`src/rtl/bcnn_pkg.sv`:
```
// Shared constants and sizing helpers for the BCNN pipeline stages.
package bcnn_pkg;

  localparam int unsigned MODE_OR  = 0;
  localparam int unsigned MODE_MAJ = 1;

  // Bits needed to hold values 0..v (at least 1).
  function automatic int unsigned cnt_width(input int unsigned v);
    return (v < 2) ? 1 : $clog2(v + 1);
  endfunction

  function automatic int unsigned out_dim(input int unsigned in_dim, input int unsigned k);
    return in_dim / k;
  endfunction

  // Per-channel accumulator width: 1 bit for OR, ones-count for majority.
  function automatic int unsigned acc_width(input int unsigned mode, input int unsigned k);
    return (mode == MODE_MAJ) ? $clog2(k * k + 1) : 1;
  endfunction

endpackage

```
`src/rtl/pool_line_acc.sv`:
```
// One-row line buffer of partial window results; merged output is write-first
// (first row of a window group overwrites, later rows accumulate).
module pool_line_acc
  import bcnn_pkg::*;
#(
  parameter int unsigned DEPTH    = 13,
  parameter int unsigned CHANNELS = 1,
  parameter int unsigned CW       = 1,
  parameter int unsigned MODE     = 0,
  parameter int unsigned AW       = 4
) (
  input  logic                         clk,
  input  logic                         reset,
  input  logic                         en,
  input  logic                         first,
  input  logic [AW-1:0]                addr,
  input  logic [CHANNELS-1:0][CW-1:0]  din,
  output logic [CHANNELS-1:0][CW-1:0]  merged
);

  localparam int unsigned IW = cnt_width(DEPTH - 1);

  logic [CHANNELS-1:0][CW-1:0] mem [DEPTH];
  logic [CHANNELS-1:0][CW-1:0] rd;
  logic [IW-1:0]               idx;

  assign idx = IW'(addr);

  always_comb begin
    rd     = '0;
    merged = '0;
    if (addr < AW'(DEPTH)) rd = mem[idx];
    for (int c = 0; c < CHANNELS; c++) begin
      if (first)                  merged[c] = din[c];
      else if (MODE == MODE_MAJ)  merged[c] = rd[c] + din[c];
      else                        merged[c] = rd[c] | din[c];
    end
  end

  always_ff @(posedge clk) begin
    if (reset) begin
      for (int i = 0; i < DEPTH; i++) mem[i] <= '0;
    end else if (en) begin
      mem[idx] <= merged;
    end
  end

endmodule

```
`src/rtl/bcnn_maxpool_kxk_mc.sv`:
```
// Streaming KxK stride-K multi-channel binary pool (OR or majority) with
// valid/ready on both sides and a single output register.
module bcnn_maxpool_kxk_mc
  import bcnn_pkg::*;
#(
  parameter int unsigned IN_WIDTH   = 26,
  parameter int unsigned IN_HEIGHT  = 26,
  parameter int unsigned CHANNELS   = 1,
  parameter int unsigned POOL_K     = 2,
  parameter int unsigned MODE       = 0,
  parameter int unsigned MAJ_THRESH = (POOL_K * POOL_K + 1) / 2
) (
  input  logic                clk,
  input  logic                reset,
  input  logic                valid_in,
  output logic                ready_in,
  input  logic [CHANNELS-1:0] pixel_in,
  output logic                valid_out,
  input  logic                ready_out,
  output logic [CHANNELS-1:0] pixel_out,
  output logic                last_out,
  output logic                frame_done
);

  localparam int unsigned OUT_W = out_dim(IN_WIDTH, POOL_K);
  localparam int unsigned OUT_H = out_dim(IN_HEIGHT, POOL_K);
  localparam int unsigned CW    = acc_width(MODE, POOL_K);
  localparam int unsigned COLW  = cnt_width(IN_WIDTH - 1);
  localparam int unsigned ROWW  = cnt_width(IN_HEIGHT - 1);
  localparam int unsigned KW    = cnt_width(POOL_K - 1);
  localparam int unsigned OCW   = cnt_width(OUT_W);
  localparam int unsigned ORW   = cnt_width(OUT_H);

  logic [COLW-1:0] in_col;
  logic [ROWW-1:0] in_row;
  logic [KW-1:0]   kc, kr;
  // oc/orow saturate at OUT_W/OUT_H to mark trailing pixels outside any window.
  logic [OCW-1:0]  oc;
  logic [ORW-1:0]  orow;

  logic accept, col_last, row_last, kc_last, kr_last, in_window, line_en, emit;
  logic [CHANNELS-1:0][CW-1:0] hacc, hsum, merged;
  logic [CHANNELS-1:0]         pooled;

  assign ready_in  = !valid_out || ready_out;
  assign accept    = valid_in && ready_in;
  assign col_last  = in_col == COLW'(IN_WIDTH - 1);
  assign row_last  = in_row == ROWW'(IN_HEIGHT - 1);
  assign kc_last   = kc == KW'(POOL_K - 1);
  assign kr_last   = kr == KW'(POOL_K - 1);
  assign in_window = (oc < OCW'(OUT_W)) && (orow < ORW'(OUT_H));
  assign line_en   = accept && in_window && kc_last;
  assign emit      = line_en && kr_last;

  always_ff @(posedge clk) begin
    if (reset) begin
      in_col <= '0;
      in_row <= '0;
      kc     <= '0;
      kr     <= '0;
      oc     <= '0;
      orow   <= '0;
    end else if (accept) begin
      if (col_last) begin
        in_col <= '0;
        kc     <= '0;
        oc     <= '0;
        if (row_last) begin
          in_row <= '0;
          kr     <= '0;
          orow   <= '0;
        end else begin
          in_row <= in_row + ROWW'(1);
          kr     <= kr_last ? '0 : kr + KW'(1);
          if (kr_last && orow < ORW'(OUT_H)) orow <= orow + ORW'(1);
        end
      end else begin
        in_col <= in_col + COLW'(1);
        kc     <= kc_last ? '0 : kc + KW'(1);
        if (kc_last && oc < OCW'(OUT_W)) oc <= oc + OCW'(1);
      end
    end
  end

  always_comb begin
    hsum = '0;
    for (int c = 0; c < CHANNELS; c++) begin
      if (MODE == MODE_MAJ) hsum[c] = ((kc == '0) ? '0 : hacc[c]) + CW'(pixel_in[c]);
      else                  hsum[c] = ((kc == '0) ? '0 : hacc[c]) | CW'(pixel_in[c]);
    end
  end

  always_ff @(posedge clk) begin
    if (reset)       hacc <= '0;
    else if (accept) hacc <= hsum;
  end

  pool_line_acc #(
    .DEPTH    (OUT_W),
    .CHANNELS (CHANNELS),
    .CW       (CW),
    .MODE     (MODE),
    .AW       (OCW)
  ) u_line (
    .clk    (clk),
    .reset  (reset),
    .en     (line_en),
    .first  (kr == '0),
    .addr   (oc),
    .din    (hsum),
    .merged (merged)
  );

  always_comb begin
    pooled = '0;
    for (int c = 0; c < CHANNELS; c++) begin
      if (MODE == MODE_MAJ) pooled[c] = merged[c] >= CW'(MAJ_THRESH);
      else                  pooled[c] = merged[c][0];
    end
  end

  always_ff @(posedge clk) begin
    if (reset) begin
      valid_out  <= 1'b0;
      pixel_out  <= '0;
      last_out   <= 1'b0;
      frame_done <= 1'b0;
    end else begin
      frame_done <= accept && col_last && row_last;
      if (emit) begin
        valid_out <= 1'b1;
        pixel_out <= pooled;
        last_out  <= (oc == OCW'(OUT_W - 1)) && (orow == ORW'(OUT_H - 1));
      end else if (ready_out) begin
        valid_out <= 1'b0;
        last_out  <= 1'b0;
      end
    end
  end

endmodule

```
`config.mk`:
```
export PLATFORM = sky130hd
export DESIGN_NAME = bcnn_maxpool_kxk_mc
export DESIGN_NICKNAME = d
export VERILOG_FILES = /design/src/rtl/bcnn_pkg.sv /design/src/rtl/pool_line_acc.sv /design/src/rtl/bcnn_maxpool_kxk_mc.sv
export SDC_FILE = /design/constraint.sdc
export NUM_CORES = 1
export LEC_CHECK = 0
export CAP_MARGIN = 20
export CORE_ASPECT_RATIO = 1.2
export CORE_MARGIN = 4
export CORE_UTILIZATION = 35
export DETAILED_ROUTE_END_ITERATION = 7
export GPL_TIMING_DRIVEN = 0
export PLACE_DENSITY = 0.62
export SLEW_MARGIN = 25
export SYNTH_ARGS = -nofsm -noshare
export SYNTH_HDL_FRONTEND = slang
export SYNTH_SLANG_ARGS = --single-unit
export TNS_END_PERCENT = 1
```
`constraint.sdc`:
```
create_clock -name clk -period 2.1 [get_ports clk]
set_input_delay 0.525 -clock clk [delete_from_list [all_inputs] [get_ports clk]]
set_output_delay 0.525 -clock clk [all_outputs]
set_load 0.05 [all_outputs]
```
# Word-level counts from Yosys, hierarchy flattened
# Memories as Yosys holds them, arrays and structs flattened. A register that Yosys moved wholly into a read port is not among the register bits.
# Index checks and enable logic that the tools add are counted.
dict set report totals {
  rom_bits 0
  output_inout_bits 5
  ram_bits 13
  in_bits 5
  regBits 25
  latchBits 0
  elab_cells 71
  n_memories 1
}
dict set report op_classes {
  n_mux 26
  order_cmp 2
  shifts 0
  div_mod_pow 0
  n_reduce_logical 19
  n_mul 0
  bitwise_logic 2
  n_eq_ne 4
  add_sub_neg 6
}
# name depth word_bits rd rd_clocked_by_memory_dff wr line
set memory_table {}
lappend memory_table {u_line.mem 13 1 1 1 13 pool_line_acc.sv:23} ;# logic [CHANNELS-1:0][CW-1:0] mem [DEPTH];
# operator n
set op_table {}
lappend op_table {{4-bit 2-to-1 mux} 7}
lappend op_table {{1-bit 2-to-1 mux} 17}
lappend op_table {{5-bit by 1-bit adder with 5-bit output, second input constant} 2}
lappend op_table {{5-bit == test, second input constant} 2}
lappend op_table {{1-bit logical AND} 10}
lappend op_table {{5-bit 2-to-1 mux} 2}
lappend op_table {{4-bit by 1-bit adder with 4-bit output, second input constant} 2}
lappend op_table {{4-bit == test, second input constant} 2}
lappend op_table {{4-bit < comparator, second input constant} 2}
lappend op_table {{2-bit nonzero test} 3}
lappend op_table {{2-bit AND reduction} 2}
lappend op_table {{3-bit AND reduction} 1}
lappend op_table {{1-bit adder, second input constant} 2}
lappend op_table {{1-bit bitwise OR} 2}
lappend op_table {{1-bit zero test} 1}
lappend op_table {{1-bit logical OR} 1}
lappend op_table {{1-bit OR reduction} 1}

# Longest topological paths before layout
dict set report logic_depth {
  depth_word 10
  mapped_depth 10
  mapped_depth_nobuf 7
}

# Hierarchy
# From an unflattened synthesis, not the netlist that was laid out.
dict set report unflattened {
  hier_cells 230
  area_unflattened_um2 2172.1
}
# module cells_per_inst area_per_inst_um2 n_inst
set modules_own_cells {}
lappend modules_own_cells {bcnn_maxpool_kxk_mc 144 1265.0 1}
lappend modules_own_cells {pool_line_acc 86 907.1 1}

# Least setup slack after synthesis
# OpenSTA, ideal clock, no wires.
dict set report synth_path {
  kind {input to register}
  from {input ready_out}
  to {memory u_line.mem[1] (netlist bit), enable pin}
  stages 5
  setup_slack_ns -0.090
  t_required_ns 1.796
  t_arrival_ns 1.886
  path_buffers 0
  path_cell_list {nand2b_1 o2111ai_2 nor3_1 nand2_1 o21bai_1}
}
# element line
set synth_lines {}
lappend synth_lines {{start, declared} bcnn_maxpool_kxk_mc.sv:19} ;# input logic ready_out,
lappend synth_lines {{end, declared} pool_line_acc.sv:23}

==> flow_metrics.tcl <==
set metrics [dict create \
    yosys.area.top_type "dfxtp_1" \
    drive_above_1_share 0.154 \
    synthSimpleGateAreaFrac 0.202 \
    cts_tree "yes" \
    fin_crit_ps 2000 \
    fin_skew_ps 8.93 \
    synth_edf_count 16 \
    routabilityCongestion 0.819 \
    antenna_found_initial 0 \
    power-per-cell-area_mw_per_mm2 620 \
    hold_path.class "reg2reg" \
    syn_avg_cell_area_um2 10.1 \
    vias 1596 \
    startpoint_type "input port" \
    setup_viol 0 \
    routed_wl_um 4170 \
    grt_usage 0.119 \
    utilization 0.417 \
    yosysMostFrequentCell "dfxtp_1" \
    antenna_left 0 \
    nFillCells 604 \
    synth_cells 220 \
    p_leak_nw 0.843 \
    worst_slack_ps 98.2 \
    maxCapViolations 0 \
    routed_via_density 4.96 \
    ios 10 \
    grt_max_degree 14 \
    synth_seq_cells 45 \
    grt_pass1_vias 1516 \
    syn_nets 235 \
    endpoint_kind "flip-flop" \
    std_cell_rows 31 \
    required_ps 2110 \
    cts_made_buffers 5 \
    synthTopCellsByArea "dfxtp_1 (26%), edfxtp_1 (22%), ha_1 (5.7%)" \
    worst_pin_slew_ps 502 \
    ys_seq_area_frac 0.480 \
    fp.dieH_um 95.1 \
    synth_area_mm2 0.00221 \
    outcome "completed" \
    drt-initial-drc-count 68 \
    cts_sinks 45 \
    start_util 0.363 \
    grt.overflow.total 0 \
    clockBufferDepth 2 \
    seqCellArea_mm2 0.00106 \
    yosysTopAreaCellShare 0.262 \
    timing.slew.headroom 0.665 \
    finalHoldViolations 0 \
    yosys_warnings 0 \
    post-route-period-util 0.953 \
    h-tree-depth 2 \
    hpwl_um 3030 \
    grt_setup_unrepaired "false" \
    synth_mux_area_frac 0.0407 \
    synth_top_flop_cell "dfxtp_1" \
    synth_xor_area_frac 0.0436 \
    insertedDiodeCount 0 \
    place_area_mm2 0.00241 \
    p_total_mw 1.57 \
    fp.dieW_um 80.6 \
    irDropWorstVdd_mv 0.303 \
    fp.coreArea_mm2 0.00609 \
    path_clk_slew_ps 80 \
    synth-compound-area-share 0.133 \
    drc_errors 0 \
    multi_input_area_mm2 0.00108 \
    stdcell_area_mm2 0.00254 \
    drtPass1Iterations 4 \
    synth-async-reset-ratio 0 \
    root_buffer "clkbuf_8" \
    syn_to_final_growth_pct 14.8 \
    maxSlewViolCount 0 \
    wl_per_cell_um 13.0 \
    grt_pass1_wl_um 7110 \
    synth_top_family_by_area "simple AND/OR/NAND/NOR gates" \
    die_area_mm2 0.00766 \
    crit_type "in2reg" \
    dp_slack_ps -420 \
    crit_fanout 7 \
    final.setup.tns_ps 0 \
    synthDistinctLibCells 44 \
    arrival_ps 2010 \
    fmax_ghz 0.500 \
    port_buffers 9 \
    nets 254 \
    netlist_top_cells_count "dfxtp_1 (29), nor2_1 (23), nor3_1 (21), edfxtp_1 (16), nand2_1 (14)" \
    clock_latency_ps 300 \
    synth_fa_ha_area_frac 0.0566 \
]
## cell families (layout without fill, tap and decap cells)
kind of cell,after synthesis,after routing
flip-flops,45,45
AND/OR/NAND/NOR,86,86
XOR/XNOR,11,11
buffers and inverters,20,40
AO/OA/AOI/OAI,42,42
multiplexers,6,6
adder cells (fa/ha/maj),10,10
## metal layers
layer  GRT usage  routed length, um
met3      0.0284                105
met5           0                  0
met4      0.0394                 40
met1       0.151               2010
met2       0.200               2010
## placed cells by master (no fill, tap or decap), drive strengths merged, types with 2 or more instances in the layout
master	count
mux2	4
mux4	2
edfxtp	16
xor2	7
o21a	2
clkbuf	9
and4b	2
xnor2	4
o21ai	6
nor3	21
dfxtp	29
nand2	15
inv	7
nor2	24
clkdlybuf4s50	8
ha	10
nand4	7
clkinv	2
o21bai	13
a22oi	2
buf	14
or3	2
o22ai	3
a21oi	9
nand2b	5
a211oi	3
## timing repair
item                       4_1_cts  5_1_grt
hold endpoints to repair         0        0
setup buffers                    0        3
hold buffers                     0        0
resized for setup                4        6
pin swaps                        1        1
setup endpoints to repair       12       24
## worst max-delay path, stage by stage
cell and delay [ps]:
clkdlybuf4s50_1 460, nand2b_2 190, o2111ai_4 190, nor3_4 220, nand2_1 210, o21bai_1 200
## registers in the layout, indices dropped and copies added, names as in the netlist, named ones only
register / flops
last_out: 1
hacc: 1
u_line.mem: 16
valid_out: 1
kr: 1
orow: 4
in_col: 5
kc: 1
pixel_out: 1
frame_done: 1
in_row: 5
oc: 4
## metrics by stage
stage | std cells | hold WS (ps)
CTS | 319 | 502
detailed placement | 311 | 485
global route | 322 | 534
finish | 322 | 498
floorplan | 220 | 458
global placement | 311 | 480
## cell type report
type	count	area share
tap	82	0.0404
inverter	7	0.0103
clock buffer	6	0.0291
buffer	13	0.0286
clock inverter	2	0.00394
timing repair buffer	12	0.0424
multi-input combinational	155	0.427
sequential	45	0.418
## worst paths after layout
| kind | start | end | slack [ps] | depth (start not counted) |
|---|---|---|---|---|
| hold / removal | pixel_out | pixel_out | 500 | 2 |
| setup reg to reg | in_col[1] | in_col[1] | 160 | 8 |
| setup / recovery | ready_out | u_line.mem[9] | 100 | 6 |
| hold reg to reg | pixel_out | pixel_out | 500 | 2 |
## power by group
group,total (mW),internal [mW],switching [mW],leakage (nW)
registers,0.937,0.920,0.0170,0.396
clock network,0.518,0.235,0.283,0.0479
logic,0.120,0.0553,0.0642,0.399
Note: power is estimated with default switching activity, not from simulation.
==> variant 1 (same settings) <==
`MODE` is set to 0 in 2 places; all go to 1.
--- a/src/rtl/pool_line_acc.sv
+++ b/src/rtl/pool_line_acc.sv
@@ -6,7 +6,7 @@
   parameter int unsigned DEPTH    = 13,
   parameter int unsigned CHANNELS = 1,
   parameter int unsigned CW       = 1,
-  parameter int unsigned MODE     = 0,
+  parameter int unsigned MODE     = 1,
   parameter int unsigned AW       = 4
 ) (
   input  logic                         clk,
--- a/src/rtl/bcnn_maxpool_kxk_mc.sv
+++ b/src/rtl/bcnn_maxpool_kxk_mc.sv
@@ -7,7 +7,7 @@
   parameter int unsigned IN_HEIGHT  = 26,
   parameter int unsigned CHANNELS   = 1,
   parameter int unsigned POOL_K     = 2,
-  parameter int unsigned MODE       = 0,
+  parameter int unsigned MODE       = 1,
   parameter int unsigned MAJ_THRESH = (POOL_K * POOL_K + 1) / 2
 ) (
   input  logic                clk,
Check against the original RTL: same outputs for any inputs over 10 cycles, from zero or initial values and one cycle with reset high; that may be too few to reach the edited logic, so the function may still have changed.
==> variant 1 against the original RTL <==
- non-clock buffer count increased by 8
- worst setup slack got worse by 1200 ps
- synthesized cell count increased by 56%
- the flow now finishes with violations (setup timing)
- sequential power increased by 82%
- power increased by 120%
- routed wire length increased by 99%
- sequential cell count increased by 34
- area after synthesis increased by 78%
- core utilization increased by 1.8 points
- cell area increased by 88%
==> variant 1: results (changes against the original RTL) <==
* Synth Net Count at 364 (+55%)
* DRT Pass-1 Iters at 4 (unchanged)
* Synthesis Warnings at 0 (unchanged)
* Setup ws final at -1140 ps (-1240 ps)
* Max IR drop VDD at 0.341 mV (+13%)
* Largest stage delay on the critical path at 530 ps (+70 ps)
* P_int at 2.70 mW (+120%)
* Htree depth at 3 (+1)
* Starting DRT DRC Count at 139 (+100%)
* Clk root buf: clkbuf_16
* GR Util met1 at 0.163 (+0.0125)
* Port Buffers at 9 (unchanged)
* Final Skew at 6.97 ps (-1.95 ps)
* WP data arrival at 3320 ps (+1310 ps)
* Final antenna diode count at 0 (unchanged)
* Synth unique cells at 48 (+9.1%)
* GRT Total Usage at 0.135 (+0.0160)
* Placed cell area at 4220 µm² (+75%)
* Pin count of the biggest net entering global routing at 13 (-1)
* Global-route wire length before repair at 13700 µm (+92%)
* Ys async rst share at 0 (unchanged)
* Met3 Usage GRT at 0.0187 (-0.00969)
* CTS Buffer Depth at 2 (unchanged)
* Hold Path Class: flop to flop
* Reg2Reg Depth at 14 (+6)
* Drt total wl at 8310 µm (+99%)
* Violations in the final reports: setup timing
* Post-place setup slack at -1410 ps (-991 ps)
* CTS buffer count at 9 (+4)
* Worst Path Max Fanout at 8 (+1)
* CTS clock-pin slew for the worst setup and hold paths at 50 ps (-30 ps)
* M2 GR Usage at 0.248 (+0.0484)
* Layout cells sized above 1 at 0.218 (+0.0633)
* Setup violators final at 67 (+67)
* Vias in the first global route at 2617 (+73%)
* Routability cong. at 0.863 (+5.4%)
* Clk_lat worst skew at 340 ps (+40 ps)
* Top flop regs: u_line.mem (48), in_col (5), in_row (5)
* Final nets at 392 (+54%)
* Post-synth EDFFs at 48 (+32)
* Rel. slew slack at 0.573 (-0.0916)
* Synth area leaders: edfxtp_1 (37%), dfxtp_1 (16%), mux4_2 (6.3%)
* LEAKAGE at 1.65 nW (+95%)
* Synth top cells by count: nor2_1 (54), edfxtp_1 (48), dfxtp_1 (31), nand2_1 (24), nand2b_1 (17)
* CP max-delay cell: mux4_2
* Run status: complete, but fails checks
* Sequential cell area fraction in the yosys report at 0.525 (+0.0452)
* Dpl hpwl at 5970 µm (+97%)
* DR vias/cell at 5.05 (+1.9%)
* Hold Path Depth at 2 (unchanged)
* Antenna violations before repair at 0 (unchanged)
## variant 1: changes by cell type after synthesis, sizes merged, moves of 12 or more
cell,unedited run,this run
nand2b,5,18
o21bai,13,1
nor2,24,54
edfxtp,16,48
## variant 1: layout make-up
| type | count | area [µm²] |
|---|---|---|
| fill | 994 | 6210 |
| sequential | 79 | 2070 |
| multi-input combinational | 234 | 1890 |
| clock buffer | 10 | 229 |
| timing repair buffer | 17 | 181 |
| tap | 132 | 165 |
| buffer | 16 | 133 |
| inverter | 15 | 56.3 |
| clock inverter | 6 | 51.3 |
## variant 1: cells by family after synthesis
family / synth area share
AND/OR/NAND/NOR: 0.215
multiplexers: 0.0860
adder cells (fa/ha/maj): 0.0497
AO/OA/AOI/OAI: 0.0592
buffers and inverters: 0.0363
XOR/XNOR: 0.0290
flip-flops: 0.525
## variant 1: timing repair
action / CTS / global route
gates resized for setup: 32 / 15
cloned: 1 / 0
setup buffers: 7 / 0
endpoints found under the setup margin: 107 / 106
pin swaps: 7 / 2
## variant 1: metrics by stage
stage,util,setup TNS [ps],instances
global placement,0.384,-99120,485
global route,0.435,-54240,509
detailed placement,0.384,-100880,485
floorplan,-,-37840,344
finish,0.435,-46830,509
CTS,0.430,-51580,509
## variant 1: per-layer routing
layer	vias to the layer above	wire (µm)	share of wire
li1	1283	-	-
met1	1242	3440	0.41
met2	38	4450	0.54
met3	8	309	0.037
met4	0	97	0.012
met5	-	0	0
## variant 1: worst paths after layout
| kind | endpoint | from | slack [ps] |
|---|---|---|---|
| worst max-delay path | u_line.mem[4][2]$_SDFFCE_PN0P_ | flop | -1140 |
| worst min register to register | hacc[0]$_SDFFE_PP0P_ | hacc[0]$_SDFFE_PP0P_ | 490 |
| worst min-delay path | hacc[0]$_SDFFE_PP0P_ | hacc[0]$_SDFFE_PP0P_ | 490 |
| worst max register to register | u_line.mem[4][2]$_SDFFCE_PN0P_ | flop | -1140 |
## variant 1: power by group through the flow
stage / registers (mW) / logic [mW] / clock network [mW]
global route: 1.71 / 0.306 / 1.55
detailed placement: 1.74 / 0.246 / 0
CTS: 1.71 / 0.280 / 1.49
global placement: 1.74 / 0.244 / 0
finish: 1.71 / 0.281 / 1.47
floorplan: 1.73 / 0.182 / 0
## variant 1: critical path, delay by kind of cell, from the launching register on
kind	cells	cell delay, ps
AOI/OAI and AO/OA	3	500
muxes	2	1030
adders and majority gates	2	360
DFF	1	360
buffers and inverters	4	440
and+or+nand+nor	3	280
==> variant 2 (same flow settings) <==
Without the edit above. Reset style: asynchronous (`reset`), changed in 4 clocked blocks.
--- a/src/rtl/pool_line_acc.sv
+++ b/src/rtl/pool_line_acc.sv
@@ -37,7 +37,7 @@
     end
   end
 
-  always_ff @(posedge clk) begin
+  always_ff @(posedge clk or posedge reset) begin
     if (reset) begin
       for (int i = 0; i < DEPTH; i++) mem[i] <= '0;
     end else if (en) begin
--- a/src/rtl/bcnn_maxpool_kxk_mc.sv
+++ b/src/rtl/bcnn_maxpool_kxk_mc.sv
@@ -52,7 +52,7 @@
   assign line_en   = accept && in_window && kc_last;
   assign emit      = line_en && kr_last;
 
-  always_ff @(posedge clk) begin
+  always_ff @(posedge clk or posedge reset) begin
     if (reset) begin
       in_col <= '0;
       in_row <= '0;
@@ -90,7 +90,7 @@
     end
   end
 
-  always_ff @(posedge clk) begin
+  always_ff @(posedge clk or posedge reset) begin
     if (reset)       hacc <= '0;
     else if (accept) hacc <= hsum;
   end
@@ -119,7 +119,7 @@
     end
   end
 
-  always_ff @(posedge clk) begin
+  always_ff @(posedge clk or posedge reset) begin
     if (reset) begin
       valid_out  <= 1'b0;
       pixel_out  <= '0;
Formal check against the unedited RTL: no difference found for any inputs over 10 cycles, from zero or initial values and one cycle with reset high; that may be too few to reach the edited logic, so the function may still have changed.
==> variant 2 against the original RTL <==
- worst hold slack got worse by 34 ps
- non-clock buffer count fell by 7
- via count fell by 1.1%
- cell area fell by 3.5%
- sequential cell count fell by 7
- highest routed layer unchanged
- routed wire length rose by 4.4%
- area after synthesis fell by 4.8%
- worst setup slack improved by 17 ps
Power is not compared: it rests on default switching activity, and its combinational part moved more than twofold at a synthesized area within 25%.
==> variant 2: results (changes against the original RTL) <==
* Pin count of the biggest net entering global routing at 31 (+17)
* Global-route wire length before repair at 7600 µm (+6.9%)
* Sequential cell area fraction in the yosys report at 0.452 (-0.0281)
* Fin cells at 301 (-6.5%)
* Largest stage delay on the critical path at 820 ps (+360 ps)
* Synth top cells by count: dfrtp_1 (38), nand3_1 (19), nand2_1 (16), mux2_1 (11)
* Placed Cells at 294 (-5.5%)
* Top_reg_cell synth: dfrtp_1
* Fin Hold WS at 465 ps (-33.5 ps)
* Post-synthesis cell count at 204 (-7.3%)
* Placed cell area at 2320 µm² (-3.8%)
* Post-place setup slack at -691 ps (-271 ps)
* Final Skew at 5.63 ps (-3.30 ps)
* Crit path max-delay family: buffers and inverters
* Synth Net Count at 219 (-6.8%)
* Synth area leaders: dfrtp_1 (45%), ha_1 (5.9%), mux2_1 (5.9%)
* Rel. slew slack at 0.660 (-0.00408)
* Drt total wl at 4350 µm (+4.4%)
* Run status: completed
* Origin of the critical flop-to-flop path: in_col[1]$_DFFE_PP0N_
* GRT Total Usage at 0.132 (+0.0129)
* Hold Path Class: input pin to asynchronous set/reset pin
* Starting DRT DRC Count at 85 (+25%)
* Worst Path Max Fanout at 2 (-5)
* Top flop regs: u_line.mem (13), in_col (5), in_row (5)
* Synth unique cells at 47 (+6.8%)
* Layout cells sized above 1 at 0.145 (-0.00937)
* WP data arrival at 1460 ps (-550 ps)
-- variant 2: cell type report --
class                           instances  area, µm²
Fill cell                             561       3290
Multi-Input combinational cell        146       1100
Inverter                               13       48.8
Buffer                                  7       50.0
Sequential cell                        38        951
Tap cell                               80        100
Clock buffer                            6       82.6
Timing Repair Buffer                   11        121
-- variant 2: worst max-delay path by stage --
| stage | start | endpoint | slack [ps] | depth (start not counted) |
|---|---|---|---|---|
| CTS | ready_out | ready_in | 2 | 5 |
| finish | last_out$_DFFE_PP0P_ | last_out | 120 | 1 |
| floorplan | valid_out$_DFFE_PP0P_ | oc[3]$_DFFE_PP0P_ | 50 | 6 |
| global route | oc[1]$_DFFE_PP0P_ | oc[3]$_DFFE_PP0P_ | 2 | 7 |
| global placement | ready_out | ready_in | -680 | 5 |
| detailed placement | ready_out | ready_in | -690 | 5 |
-- variant 2: kinds of logic (layout without fill, tap and decap cells) --
| family | Yosys count | in the layout | share of synthesized area |
|---|---|---|---|
| and+or+nand+nor | 72 | 72 | 0.187 |
| AOI/OAI and AO/OA | 40 | 40 | 0.131 |
| DFF | 38 | 38 | 0.452 |
| muxes | 21 | 21 | 0.115 |
| buffers and inverters | 20 | 37 | 0.0446 |
| adders and majority gates | 10 | 10 | 0.0594 |
| xor gates and xnor gates | 3 | 3 | 0.0125 |
-- variant 2: where the power goes --
group	leakage, nW	total (mW)	internal (mW)	switching (mW)
Clock	0.0431	0.497	0.253	0.244
Combinational	0.521	1.35	0.605	0.747
Sequential	0.475	1.27	1.02	0.252
-- variant 2: per-layer routing --
layer / vias up / track usage / part of all wire
met3: 5 / 0.0299 / 0.025
met1: 772 / 0.165 / 0.46
li1: 788 / - / -
met5: - / 0 / 0
met2: 14 / 0.226 / 0.50
met4: 0 / 0.0423 / 0.013
